`src/rtl/pe_tx_scheduler_pkg.sv`:
```
// Shared types and helpers for the PE transmit scheduler: FSM state encoding
// and pointer width derivation.
package pe_tx_scheduler_pkg;

   typedef enum logic [1:0] {
      ST_IDLE = 2'd0,
      ST_SCAN = 2'd1,
      ST_SEND = 2'd2,
      ST_DONE = 2'd3
   } tx_state_e;

   localparam int unsigned MAX_CH = 8;

   // Width of a channel index; kept at least 1 so a single-channel build stays legal.
   function automatic int unsigned ptr_width(input int unsigned n);
      return (n > 1) ? $clog2(n) : 1;
   endfunction

endpackage

```
`src/rtl/pe_tx_scheduler_rr_arbiter.sv`:
```
// Round-robin arbiter: picks the first requesting channel at or after ptr,
// returning both a one-hot grant and its index.
module pe_tx_rr_arbiter #(
   parameter int unsigned NUM_CH = 2,
   parameter int unsigned PW     = 1
) (
   input  logic [NUM_CH-1:0] req,
   input  logic [PW-1:0]     ptr,
   output logic [NUM_CH-1:0] gnt,
   output logic [PW-1:0]     gnt_idx,
   output logic              gnt_vld
);

   int unsigned cand;
   logic        found;

   always_comb begin
      gnt     = '0;
      gnt_idx = '0;
      found   = 1'b0;
      cand    = 0;
      for (int unsigned i = 0; i < NUM_CH; i++) begin
         cand = (32'(ptr) + i) % NUM_CH;
         if (!found && req[cand]) begin
            found     = 1'b1;
            gnt[cand] = 1'b1;
            gnt_idx   = PW'(cand);
         end
      end
      gnt_vld = found;
   end

endmodule

```
`src/rtl/pe_tx_scheduler.sv`:
```
// Multi-channel send engine: scans regfile ranges per job, optionally skipping
// zero entries, and streams flits onto one router port with round-robin job grant.
module pe_tx_scheduler
   import pe_tx_scheduler_pkg::*;
#(
   parameter int unsigned NUM_CH     = 2,
   parameter int unsigned DATA_W     = 16,
   parameter int unsigned ACT_ADDR_W = 6,
   parameter int unsigned RADDR_W    = 4
) (
   input  logic                               clk,
   input  logic                               rst,
   input  logic [NUM_CH-1:0]                  ch_start,
   input  logic [NUM_CH*ACT_ADDR_W-1:0]       ch_base,
   input  logic [NUM_CH*(ACT_ADDR_W+1)-1:0]   ch_cnt,
   input  logic [NUM_CH*RADDR_W-1:0]          ch_dest,
   input  logic [NUM_CH-1:0]                  ch_skip0,
   output logic [NUM_CH-1:0]                  ch_busy,
   output logic [NUM_CH-1:0]                  ch_done,
   input  logic [(2**ACT_ADDR_W)-1:0]         act_zeros,
   input  logic                               comp_read_en,
   input  logic [ACT_ADDR_W-1:0]              comp_read_addr,
   output logic                               rf_read_en,
   output logic [ACT_ADDR_W-1:0]              rf_read_addr,
   input  logic [DATA_W-1:0]                  rf_read_data,
   input  logic                               router_rdy,
   output logic                               send_en,
   output logic [RADDR_W-1:0]                 send_addr,
   output logic [DATA_W-1:0]                  send_data,
   output logic [ACT_ADDR_W-1:0]              send_idx
);

   localparam int unsigned CW = ACT_ADDR_W + 1;
   localparam int unsigned PW = ptr_width(NUM_CH);

   logic [NUM_CH-1:0]     pending;
   logic [ACT_ADDR_W-1:0] d_base [NUM_CH];
   logic [CW-1:0]         d_cnt  [NUM_CH];
   logic [RADDR_W-1:0]    d_dest [NUM_CH];
   logic [NUM_CH-1:0]     d_skip;

   tx_state_e             state;
   logic [PW-1:0]         cur;
   logic [PW-1:0]         ptr;
   logic [ACT_ADDR_W-1:0] idx;
   logic [CW-1:0]         rem;
   logic [RADDR_W-1:0]    job_dest;
   logic                  job_skip;
   logic [DATA_W-1:0]     data_hold;
   logic                  fresh;

   logic [NUM_CH-1:0]     gnt;
   logic [PW-1:0]         gnt_idx;
   logic                  gnt_vld;
   logic                  scan_zero;
   logic                  sched_rd;

   pe_tx_rr_arbiter #(
      .NUM_CH (NUM_CH),
      .PW     (PW)
   ) u_arb (
      .req     (pending),
      .ptr     (ptr),
      .gnt     (gnt),
      .gnt_idx (gnt_idx),
      .gnt_vld (gnt_vld)
   );

   // A start on a channel that is still pending/active is dropped.
   always_ff @(posedge clk or posedge rst) begin
      if (rst) begin
         pending <= '0;
         d_skip  <= '0;
         for (int unsigned i = 0; i < NUM_CH; i++) begin
            d_base[i] <= '0;
            d_cnt[i]  <= '0;
            d_dest[i] <= '0;
         end
      end else begin
         for (int unsigned i = 0; i < NUM_CH; i++) begin
            if (state == ST_DONE && cur == PW'(i)) begin
               pending[i] <= 1'b0;
            end else if (ch_start[i] && !pending[i]) begin
               pending[i] <= 1'b1;
               d_base[i]  <= ch_base[i*ACT_ADDR_W +: ACT_ADDR_W];
               d_cnt[i]   <= ch_cnt[i*CW +: CW];
               d_dest[i]  <= ch_dest[i*RADDR_W +: RADDR_W];
               d_skip[i]  <= ch_skip0[i];
            end
         end
      end
   end

   assign scan_zero = job_skip && act_zeros[idx];
   assign sched_rd  = (state == ST_SCAN) && (rem != '0) && !scan_zero && !comp_read_en;

   // The last consumed entry jumps straight to DONE so the done pulse follows the final flit.
   always_ff @(posedge clk or posedge rst) begin
      if (rst) begin
         state     <= ST_IDLE;
         cur       <= '0;
         ptr       <= '0;
         idx       <= '0;
         rem       <= '0;
         job_dest  <= '0;
         job_skip  <= 1'b0;
         data_hold <= '0;
         fresh     <= 1'b0;
      end else begin
         case (state)
            ST_IDLE: begin
               if (gnt_vld) begin
                  cur      <= gnt_idx;
                  idx      <= d_base[gnt_idx];
                  rem      <= d_cnt[gnt_idx];
                  job_dest <= d_dest[gnt_idx];
                  job_skip <= d_skip[gnt_idx];
                  ptr      <= (gnt_idx == PW'(NUM_CH - 1)) ? '0 : gnt_idx + PW'(1);
                  state    <= ST_SCAN;
               end
            end
            ST_SCAN: begin
               if (rem == '0) begin
                  state <= ST_DONE;
               end else if (scan_zero) begin
                  idx <= idx + ACT_ADDR_W'(1);
                  rem <= rem - CW'(1);
                  if (rem == CW'(1)) state <= ST_DONE;
               end else if (!comp_read_en) begin
                  fresh <= 1'b1;
                  state <= ST_SEND;
               end
            end
            ST_SEND: begin
               if (fresh) begin
                  data_hold <= rf_read_data;
                  fresh     <= 1'b0;
               end
               if (router_rdy) begin
                  idx   <= idx + ACT_ADDR_W'(1);
                  rem   <= rem - CW'(1);
                  state <= (rem == CW'(1)) ? ST_DONE : ST_SCAN;
               end
            end
            ST_DONE: begin
               state <= ST_IDLE;
            end
            default: state <= ST_IDLE;
         endcase
      end
   end

   always_comb begin
      ch_done = '0;
      if (state == ST_DONE) ch_done[cur] = 1'b1;
   end

   assign ch_busy      = pending;
   assign rf_read_en   = comp_read_en | sched_rd;
   assign rf_read_addr = comp_read_en ? comp_read_addr : (sched_rd ? idx : '0);

   // Read data is live in the first SEND cycle and taken from the hold register afterwards.
   assign send_en   = (state == ST_SEND) && router_rdy;
   assign send_addr = (state == ST_SEND) ? job_dest : '0;
   assign send_idx  = (state == ST_SEND) ? idx : '0;
   assign send_data = (state != ST_SEND) ? '0 : (fresh ? rf_read_data : data_hold);

endmodule

```
`config.mk`:
```
export PLATFORM = sky130hd
export DESIGN_NAME = pe_tx_scheduler
export DESIGN_NICKNAME = d
export VERILOG_FILES = /design/src/rtl/pe_tx_scheduler_pkg.sv /design/src/rtl/pe_tx_scheduler_rr_arbiter.sv /design/src/rtl/pe_tx_scheduler.sv
export SDC_FILE = /design/constraint.sdc
export NUM_CORES = 1
export LEC_CHECK = 0
export CORE_MARGIN = 10
export CORE_UTILIZATION = 30
export CTS_CLUSTER_SIZE = 16
export DETAILED_ROUTE_END_ITERATION = 12
export DONT_BUFFER_PORTS = 1
export PLACE_DENSITY = 0.43
export SLEW_MARGIN = 20
export SYNTH_ARGS = -nofsm -noshare
export SYNTH_HDL_FRONTEND = slang
export SYNTH_HIERARCHICAL = 1
export SYNTH_SLANG_ARGS = --single-unit
```
`constraint.sdc`:
```
create_clock -name clk -period 5.8 [get_ports clk]
set_input_delay 0.58 -clock clk [delete_from_list [all_inputs] [get_ports clk]]
set_output_delay 0.58 -clock clk [all_outputs]
set_load 0.005 [all_outputs]
```
==> results of run 1 <==
-- sequential cells by signal (all words and copies together) (netlist names), 2 cells and up --
signal / flops
d_skip: 2
idx: 6
d_base: 12
rem: 7
d_dest: 8
job_dest: 4
data_hold: 16
d_cnt: 14
ch_busy: 2
state: 2
-- power by group through the flow --
stage / clock (mW) / combinational (mW) / sequential [mW]
final: 0.617 / 1.66 / 1.05
after global routing: 0.664 / 1.83 / 1.09
after CTS: 0.641 / 1.68 / 1.05
after detailed placement: 0 / 1.67 / 1.06
after global placement: 0 / 1.65 / 1.05
after floorplan: 0 / 1.45 / 0.952
-- through the flow --
stage               utilization [%]  instance area [sq um]  hold slack (ns)
detailed placement            31.78                   4867           0.4890
global placement              31.78                   4867           0.4830
global route                  33.93                   5196           0.3610
floorplan                         -                   4730           0.4737
finish                        33.93                   5196           0.3052
CTS                           33.91                   5192           0.3481
-- final cells by class --
cell class / count / area, sq um
tap: 211 / 264.0
timing repair buffer: 5 / 41.29
fill: 1587 / 10120
multi-input combinational: 294 / 2589
clock buffer: 10 / 239.0
sequential: 77 / 1927
clock inverter: 6 / 86.33
inverter: 13 / 50.05
-- critical path: cells and delay by family (launching register included) --
kind                   cells  cell delay, ns
AND/OR/NAND/NOR            1            0.40
flip-flops                 1            0.57
buffers and inverters      1            0.37
AO/OA/AOI/OAI              4            1.08
multiplexers               1            0.59
-- layout by cell type (no fill, tap or decap), drive strengths merged, types with 11 or more instances in the layout --
cell type / instances
mux2i: 39
nor2: 36
and2: 15
dfrtp: 77
inv: 12
mux4: 12
mux2: 56
a21oi: 13
a211oi: 11
nand2: 15
-- layer usage --
metal,track usage (%),vias up,part of all wire (%)
met5,0,-,0
met4,3.488,0,1.3
met3,5.433,13,7.6
met2,20.82,102,49
met1,14.87,1654,42
li1,-,1518,-
-- worst min path at each step --
| stage | from | end | slack, ns | cells after the start |
|---|---|---|---|---|
| floorplan | d_base[0] | d_base[0] | 0.47 | 1 |
| global placement | d_cnt[1] | d_cnt[1] | 0.48 | 1 |
| global route | rst | cur | 0.36 | 2 |
| detailed placement | d_base[0] | d_base[0] | 0.49 | 1 |
| finish | rst | ch_busy[0] | 0.31 | 2 |
| CTS | ch_start[1] | ch_busy[1] | 0.35 | 2 |
==> impl_metrics.env, run 1 <==
export IMPL_status="finished, final reports clean"
export IMPL_htreeDepth=3
export IMPL_pwr_share_comb_pct=49.8
export IMPL_syn_inst=414
export IMPL_drive_above_1_share_pct=23.46
export IMPL_clockRootBuffer="clkbuf_16"
export IMPL_synth_nets=552
export IMPL_worstPathCellList="buf_4 -> mux4_1 -> a22o_1 -> o311ai_2 -> o22ai_1 -> nor3_2 -> a22o_1"
export IMPL_setup_violations=0
export IMPL_ant_nets=0
export IMPL_fmax_mhz=253.2
export IMPL_clk_pin_slew_worst_paths_ns=0.06
export IMPL_start_util_pct=30.88
export IMPL_area_growth_pct=9.868
export IMPL_reg2reg_to="rem[3]"
export IMPL_clkPwrFrac_pct=18.6
export IMPL_die_y_microns=145.6
export IMPL_tightest_slew_ns=0.8458
export IMPL_crit_top_cell="a22o_1"
export IMPL_fin_ws_ns=1.851
export IMPL_dp_hpwl_mm=10.35
export IMPL_clk_path_buf_depth=2
export IMPL_rsz0062_at_grt="no"
export IMPL_sw_frac_of_total_pct=40.20
export IMPL_synthesis_area_sq_um=4730
export IMPL_fp_dieArea_sq_um=21190
export IMPL_dp_cells=600
export IMPL_cp_start_kind="flip-flop"
export IMPL_cts_sinks=77
export IMPL_path_max_fanout=18
export IMPL_drcViolationCount=0
export IMPL_slowest_stage="mux4_1"
export IMPL_startpoint="idx[0]"
export IMPL_firstDrtPassIters=4
export IMPL_wl_per_cell_microns=22.17
export IMPL_slew_limit_headroom_pct=43.61
export IMPL_required_ns=5.22
export IMPL_via_count=3287
export IMPL_critPathCapture="rf_read_addr[4]"
export IMPL_grt_pass1_vias=3414
export IMPL_pre_cts_ws_ns=2.179
export IMPL_ctsHoldBuffers=0
export IMPL_fin_nets=538
export IMPL_std_cell_rows=45
export IMPL_synth_area_per_cell_sq_um=11.42
export IMPL_clkLatencyLatePin_ns=0.34
export IMPL_cap_violations=0
export IMPL_postCtsResizedCells=0
export IMPL_slew_violations=0
export IMPL_p_sw_mw=1.335
export IMPL_cp_arrival_ns=3.37
export IMPL_period_share_pct=68.09
export IMPL_die_x_microns=145.6
export IMPL_power_per_cell_area_nw_per_um2=639.1
export IMPL_grt_max_degree=78
export IMPL_setup_tns_ns=0
export IMPL_antenna_found_initial=1
export IMPL_cts_buffers=9
export IMPL_skew_ns=0.005419
export IMPL_r2r_start="state[0]"
export IMPL_grt_pass1_wl_mm=20.89
export IMPL_reg2reg_slack_ns=2.20
export IMPL_pin_count=166
export IMPL_numPortBuffers=0
export IMPL_power_total_mw=3.321
export IMPL_p_leak_nw=2.163
export IMPL_grt_overflow=0
export IMPL_worstSetupEndpointType="output pin"
export IMPL_cts_tree="built"
export IMPL_gp_congestion=0.8328
export IMPL_vias_per_cell=5.336
export IMPL_wl_mm=13.66
export IMPL_internal_power_mw=1.986
export IMPL_yosysWarnings=6
export IMPL_drt_initial_drc_count=222
export IMPL_post_cts_buffers=0
export IMPL_min_period_ns=3.949
export IMPL_r2r_worst_path_cells=8
export IMPL_ir_worst_vdd_uv=233.0
export IMPL_p_seq_share_pct=31.6
export IMPL_final_cells=616
export IMPL_hold_viol=0
export IMPL_coreArea_sq_um=15310
export IMPL_worst_path_largest_cell_delay_ns=0.59
export IMPL_min_path_type="primary input to asynchronous set/reset pin"
export IMPL_diodes=0
export IMPL_path_class="flip-flop to output pin"
export IMPL_grtUsageTotal_pct=12.71
(Power assumes the default switching activity.)
==> inputs of run 2 (changes only) <==
--- a/config.mk
+++ b/config.mk
@@ -10,7 +10,7 @@
 export CTS_CLUSTER_SIZE = 16
 export DETAILED_ROUTE_END_ITERATION = 12
 export DONT_BUFFER_PORTS = 1
-export PLACE_DENSITY = 0.43
+export PLACE_DENSITY = 0.44
 export SLEW_MARGIN = 20
 export SYNTH_ARGS = -nofsm -noshare
 export SYNTH_HDL_FRONTEND = slang
==> constraint.sdc (replaced) <==
create_clock -name clk -period 3.2 [get_ports clk]
set_input_delay 0.32 -clock clk [delete_from_list [all_inputs] [get_ports clk]]
set_output_delay 0.32 -clock clk [all_outputs]
set_load 0.005 [all_outputs]
==> impl_metrics.env, run 2 (same netlist as run 1, synthesis figures left out) <==
export IMPL_slew_limit_headroom_pct=53.10
export IMPL_hold_viol=0
export IMPL_firstDrtPassIters=4
export IMPL_ant_nets=0
export IMPL_fin_nets=552
export IMPL_cts_buffers=9
export IMPL_pin_count=166
export IMPL_die_x_microns=145.6
export IMPL_grtUsageTotal_pct=13.41
export IMPL_slowest_stage="mux4_1"
export IMPL_htreeDepth=3
export IMPL_worst_path_largest_cell_delay_ns=0.55
export IMPL_dp_hpwl_mm=11.04
export IMPL_status="finished, final reports clean"
export IMPL_wl_per_cell_microns=22.59
export IMPL_cp_start_kind="flip-flop"
export IMPL_clk_pin_slew_worst_paths_ns=0.06
export IMPL_required_ns=2.88
export IMPL_mostFrequentLayoutCell="dfrtp_1"
export IMPL_slew_violations=0
export IMPL_min_period_ns=3.037
export IMPL_cts_sinks=77
export IMPL_tightest_slew_ns=0.7018
export IMPL_reg2reg_slack_ns=0.32
export IMPL_p_leak_nw=2.229
export IMPL_power_per_cell_area_nw_per_um2=1156
export IMPL_postLayoutCoreUtil_pct=34.89
export IMPL_cts_tree="built"
export IMPL_diodes=0
export IMPL_drive_above_1_share_pct=26.14
export IMPL_skew_ns=0.009104
export IMPL_area_growth_pct=12.99
export IMPL_min_path_type="primary input to flip-flop"
export IMPL_fp_dieArea_sq_um=21190
export IMPL_ir_worst_vdd_uv=558.7
export IMPL_setup_violations=0
export IMPL_r2r_worst_path_cells=9
export IMPL_top_regs="data_hold: 16 flops, d_cnt: 14 flops, d_base: 12 flops"
export IMPL_die_y_microns=145.6
export IMPL_rsz0062_at_grt="no"
export IMPL_cp_arrival_ns=2.72
export IMPL_via_count=3342
export IMPL_worstPathCellList="buf_12 -> mux4_1 -> a22o_1 -> o311ai_4 -> o22ai_4 -> nor3_4 -> a22o_1"
export IMPL_cap_violations=0
export IMPL_max_flop_register="data_hold"
export IMPL_clkLatencyLatePin_ns=0.34
export IMPL_grt_pass1_wl_mm=22.27
export IMPL_grt_max_degree=35
export IMPL_gp_congestion=0.7672
export IMPL_period_share_pct=94.91
export IMPL_numPortBuffers=0
export IMPL_drcViolationCount=0
export IMPL_largest_reg_flops=16
export IMPL_vias_per_cell=5.322
export IMPL_fmax_mhz=329.3
export IMPL_grt_pass1_vias=3690
export IMPL_wl_mm=14.19
export IMPL_coreArea_sq_um=15310
export IMPL_drt_initial_drc_count=190
export IMPL_clockRootBuffer="clkbuf_16"
export IMPL_antenna_found_initial=0
export IMPL_start_util_pct=30.88
export IMPL_path_class="flip-flop to output pin"
export IMPL_path_depth=7
export IMPL_crit_top_cell="a22o_1"
export IMPL_clk_path_buf_depth=2
export IMPL_whs_ns=0.1083
export IMPL_holdPathStages=2
export IMPL_setup_tns_ns=0
export IMPL_power_total_mw=6.177
export IMPL_cp_num_buf_inv=1
export IMPL_std_cell_rows=45
export IMPL_path_max_fanout=12
export IMPL_mostFrequentLayoutCells="75 x dfrtp_1, 56 x mux2_2, 39 x mux2i_1"
export IMPL_fillCellCount=1570
export IMPL_worstSetupEndpointType="output pin"
export IMPL_crit_family="compound AO/OA/AOI/OAI gates"
export IMPL_grt_overflow=0
run 2: path summary, 6_finish.rpt:
kind | from | endpoint
setup / recovery | idx[0] | rf_read_addr[3]
hold / removal | ch_start[0] | ch_busy[0]
setup reg to reg | idx[0] | idx[2]
hold reg to reg | d_base[11] | d_base[11]
max in group asynchronous | rst | d_cnt[2]
min in group asynchronous | rst | job_dest[1]
run 2: through the flow:
stage / cells / instance area (sq um) / setup WS, ns
finish: 628 / 5344 / 0.1628
global route: 628 / 5344 / 0.04747
CTS: 626 / 5328 / 0.01657
detailed placement: 609 / 4947 / 0.1846
global placement: 609 / 4947 / 0.2694
floorplan: 414 / 4730 / 0.6047
run 2: timing repair:
action,in CTS,in global routing
hold buffers,1,0
setup endpoints to repair,6,6
pin swaps,2,2
endpoints found under the hold margin,32,0
gates cloned,1,0
resized for setup,6,1
setup buffers,1,2
run 2: where the power goes:
part	switching, mW	internal, mW	total, mW
logic	1.71	1.58	3.29
registers	0.385	1.50	1.88
clock network	0.389	0.615	1.00
run 2: layout make-up:
cell class / count / area [sq um] / area share [%]
inverter: 13 / 50.05 / 0.9365
clock buffer: 10 / 239.0 / 4.472
clock inverter: 4 / 50.05 / 0.9365
timing repair buffer: 19 / 182.7 / 3.418
multi-input combinational: 294 / 2629 / 49.19
sequential: 77 / 1929 / 36.10
tap: 211 / 264.0 / 4.940
run 2: layer usage:
layer	vias up	wire, microns	share of wire [%]	global-route usage, %
met5	-	0	0	0
met4	0	187	1.3	3.589
met3	11	837	5.9	4.843
met2	99	7082	50	22.10
met1	1687	6079	43	16.16
li1	1545	-	-	-
==> inputs of run 3 (changes only) <==
--- a/config.mk
+++ b/config.mk
@@ -5,12 +5,14 @@
 export SDC_FILE = /design/constraint.sdc
 export NUM_CORES = 1
 export LEC_CHECK = 0
-export CORE_MARGIN = 10
+export CORE_MARGIN = 2
 export CORE_UTILIZATION = 30
+export CTS_CLUSTER_DIAMETER = 120
 export CTS_CLUSTER_SIZE = 16
 export DETAILED_ROUTE_END_ITERATION = 12
 export DONT_BUFFER_PORTS = 1
 export PLACE_DENSITY = 0.44
+export SETUP_SLACK_MARGIN = 0.3
 export SLEW_MARGIN = 20
 export SYNTH_ARGS = -nofsm -noshare
 export SYNTH_HDL_FRONTEND = slang
==> impl_metrics.env, run 3 (same netlist as run 1, synthesis figures left out) <==
export IMPL_largest_reg_flops=16
export IMPL_cts_sinks=77
export IMPL_drive_above_1_share_pct=32.58
export IMPL_clockRootBuffer="clkbuf_16"
export IMPL_reg2reg_to="idx[3]"
export IMPL_p_leak_nw=2.353
export IMPL_required_ns=2.88
export IMPL_grt_overflow=0
export IMPL_die_y_microns=129.6
export IMPL_die_x_microns=129.6
export IMPL_top_regs="data_hold: 16 flops, d_cnt: 14 flops, d_base: 12 flops"
export IMPL_area_growth_pct=18.52
export IMPL_grtUsageMet3_pct=4.542
export IMPL_min_period_ns=2.927
export IMPL_dp_cells=608
export IMPL_std_cell_rows=45
export IMPL_setup_tns_ns=0
export IMPL_tightest_slew_ns=0.8994
export IMPL_drcViolationCount=0
export IMPL_worstSetupEndpointType="output pin"
export IMPL_path_class="flip-flop to output pin"
export IMPL_pin_count=166
export IMPL_max_flop_register="data_hold"
export IMPL_slew_violations=0
export IMPL_grt_busiest_layer="met2"
export IMPL_skew_ns=0.006836
export IMPL_final_cells=653
export IMPL_setup_violations=0
export IMPL_dp_hpwl_mm=9.086
export IMPL_grt_util_met2_pct=24.51
export IMPL_ant_nets=0
export IMPL_cp_start_kind="flip-flop"
export IMPL_path_max_fanout=7
export IMPL_start_util_pct=30.88
export IMPL_fin_nets=575
export IMPL_gp_congestion=0.8313
export IMPL_reg2reg_slack_ns=0.33
export IMPL_vias_per_cell=5.340
export IMPL_clkLatencyLatePin_ns=0.34
export IMPL_whs_ns=-0.007630
export IMPL_fmax_mhz=341.7
export IMPL_mostFrequentLayoutCells="73 x dfrtp_1, 56 x mux2_2, 38 x mux2i_1"
export IMPL_wl_per_cell_microns=20.20
export IMPL_drt_initial_drc_count=135
export IMPL_grtUsageTotal_pct=15.37
export IMPL_firstDrtPassIters=4
export IMPL_rsz0062_at_grt="yes"
export IMPL_r2r_worst_path_cells=10
export IMPL_violations="hold timing"
export IMPL_ir_worst_vdd_uv=474.8
export IMPL_mostFrequentLayoutCell="dfrtp_1"
export IMPL_cap_violations=0
export IMPL_fp_dieArea_sq_um=16790
export IMPL_cp_arrival_ns=2.61
export IMPL_coreArea_sq_um=15310
export IMPL_numPortBuffers=0
export IMPL_grt_pass1_vias=3340
export IMPL_grt_pass1_wl_mm=19.22
export IMPL_power_per_cell_area_nw_per_um2=1210
export IMPL_use_met1_pct=19.71
export IMPL_antenna_found_initial=0
export IMPL_via_count=3487
export IMPL_wl_mm=13.19
export IMPL_cts_tree="built"
export IMPL_clk_pin_slew_worst_paths_ns=0.06
export IMPL_slew_limit_headroom_pct=39.69
export IMPL_status="finished, violations left"
export IMPL_r2r_start="idx[0]"
export IMPL_ctsHoldBuffers=0
export IMPL_cts_buffers=9
export IMPL_clk_path_buf_depth=2
export IMPL_diodes=0
export IMPL_grt_max_degree=47
export IMPL_min_path_type="primary input to asynchronous set/reset pin"
export IMPL_htreeDepth=3
export IMPL_period_share_pct=91.45
export IMPL_hold_viol=10
[run 3: changes by cell type in the layout (fill, tap and decap cells not counted), sizes merged]
| cell | change |
|---|---|
| and2 | +1 |
| clkbuf | +3 |
| or3 | +2 |
| buf | +20 |
| o32a | +1 |
| clkinv | -1 |
| bufinv | +1 |
| clkinvlp | -1 |
| dlygate4sd3 | -1 |
[run 3: worst max-delay path by stage]
stage	startpoint	end	slack, ns	cells after the start
2_1_floorplan	idx[0]	rf_read_addr[0]	0.60	8
3_3_place_gp	idx[0]	rem[3]	0.34	7
3_5_place_dp	idx[0]	rf_read_addr[0]	0.25	7
4_1_cts	idx[0]	rf_read_addr[0]	0.16	7
5_1_grt	idx[0]	rf_read_addr[0]	0.16	8
6_report	idx[0]	rf_read_addr[3]	0.27	8
[run 3: power breakdown]
| group | switching, mW | internal [mW] |
|---|---|---|
| combinational | 1.88 | 1.90 |
| sequential | 0.378 | 1.50 |
| clock | 0.392 | 0.726 |
[run 3: per-layer routing]
layer / share of wire, % / vias up
li1: - / 1602
met1: 44 / 1748
met2: 48 / 123
met3: 6.1 / 14
met4: 1.4 / 0
met5: 0 / -
[run 3: timing repair]
| item | 4_1_cts | 5_1_grt |
|---|---|---|
| buffers inserted | 8 | 15 |
| gates cloned | 3 | 3 |
| setup endpoints to repair | 13 | 14 |
| pin swaps | 11 | 13 |
| gates resized for setup | 17 | 8 |
[run 3: layout make-up]
type                    count  area, sq um
fillers                  1543         9709
multi-input cells         298         2678
flip-flops and latches     77         1932
repair buffers             38        354.1
well taps                 211        264.0
clock buffers              13        260.3
clock inverters             3        67.56
inverters                  13        50.05
[run 3: worst max-delay path: stages (launching register included)]
cell and delay [ns]:
dfrtp_2 0.44, buf_12 0.14, buf_6 0.09, mux4_2 0.48, and2_4 0.18, o311ai_4 0.31, o22ai_4 0.15, nor3_4 0.27
a22o_1 0.20
[run 3: through the flow]
step | power [mW] | hold slack, ns | utilization [%] | area [sq um] | setup WS (ns)
global placement | 4.950 | 0.3867 | 32.25 | 4940 | 0.3402
global route | 7.290 | 0.05442 | 36.60 | 5605 | 0.1597
CTS | 6.533 | 0.02394 | 35.60 | 5451 | 0.1604
floorplan | 4.351 | 0.4450 | - | 4730 | 0.6047
detailed placement | 5.025 | 0.4055 | 32.25 | 4940 | 0.2531
finish | 6.782 | -0.007630 | 36.60 | 5605 | 0.2734
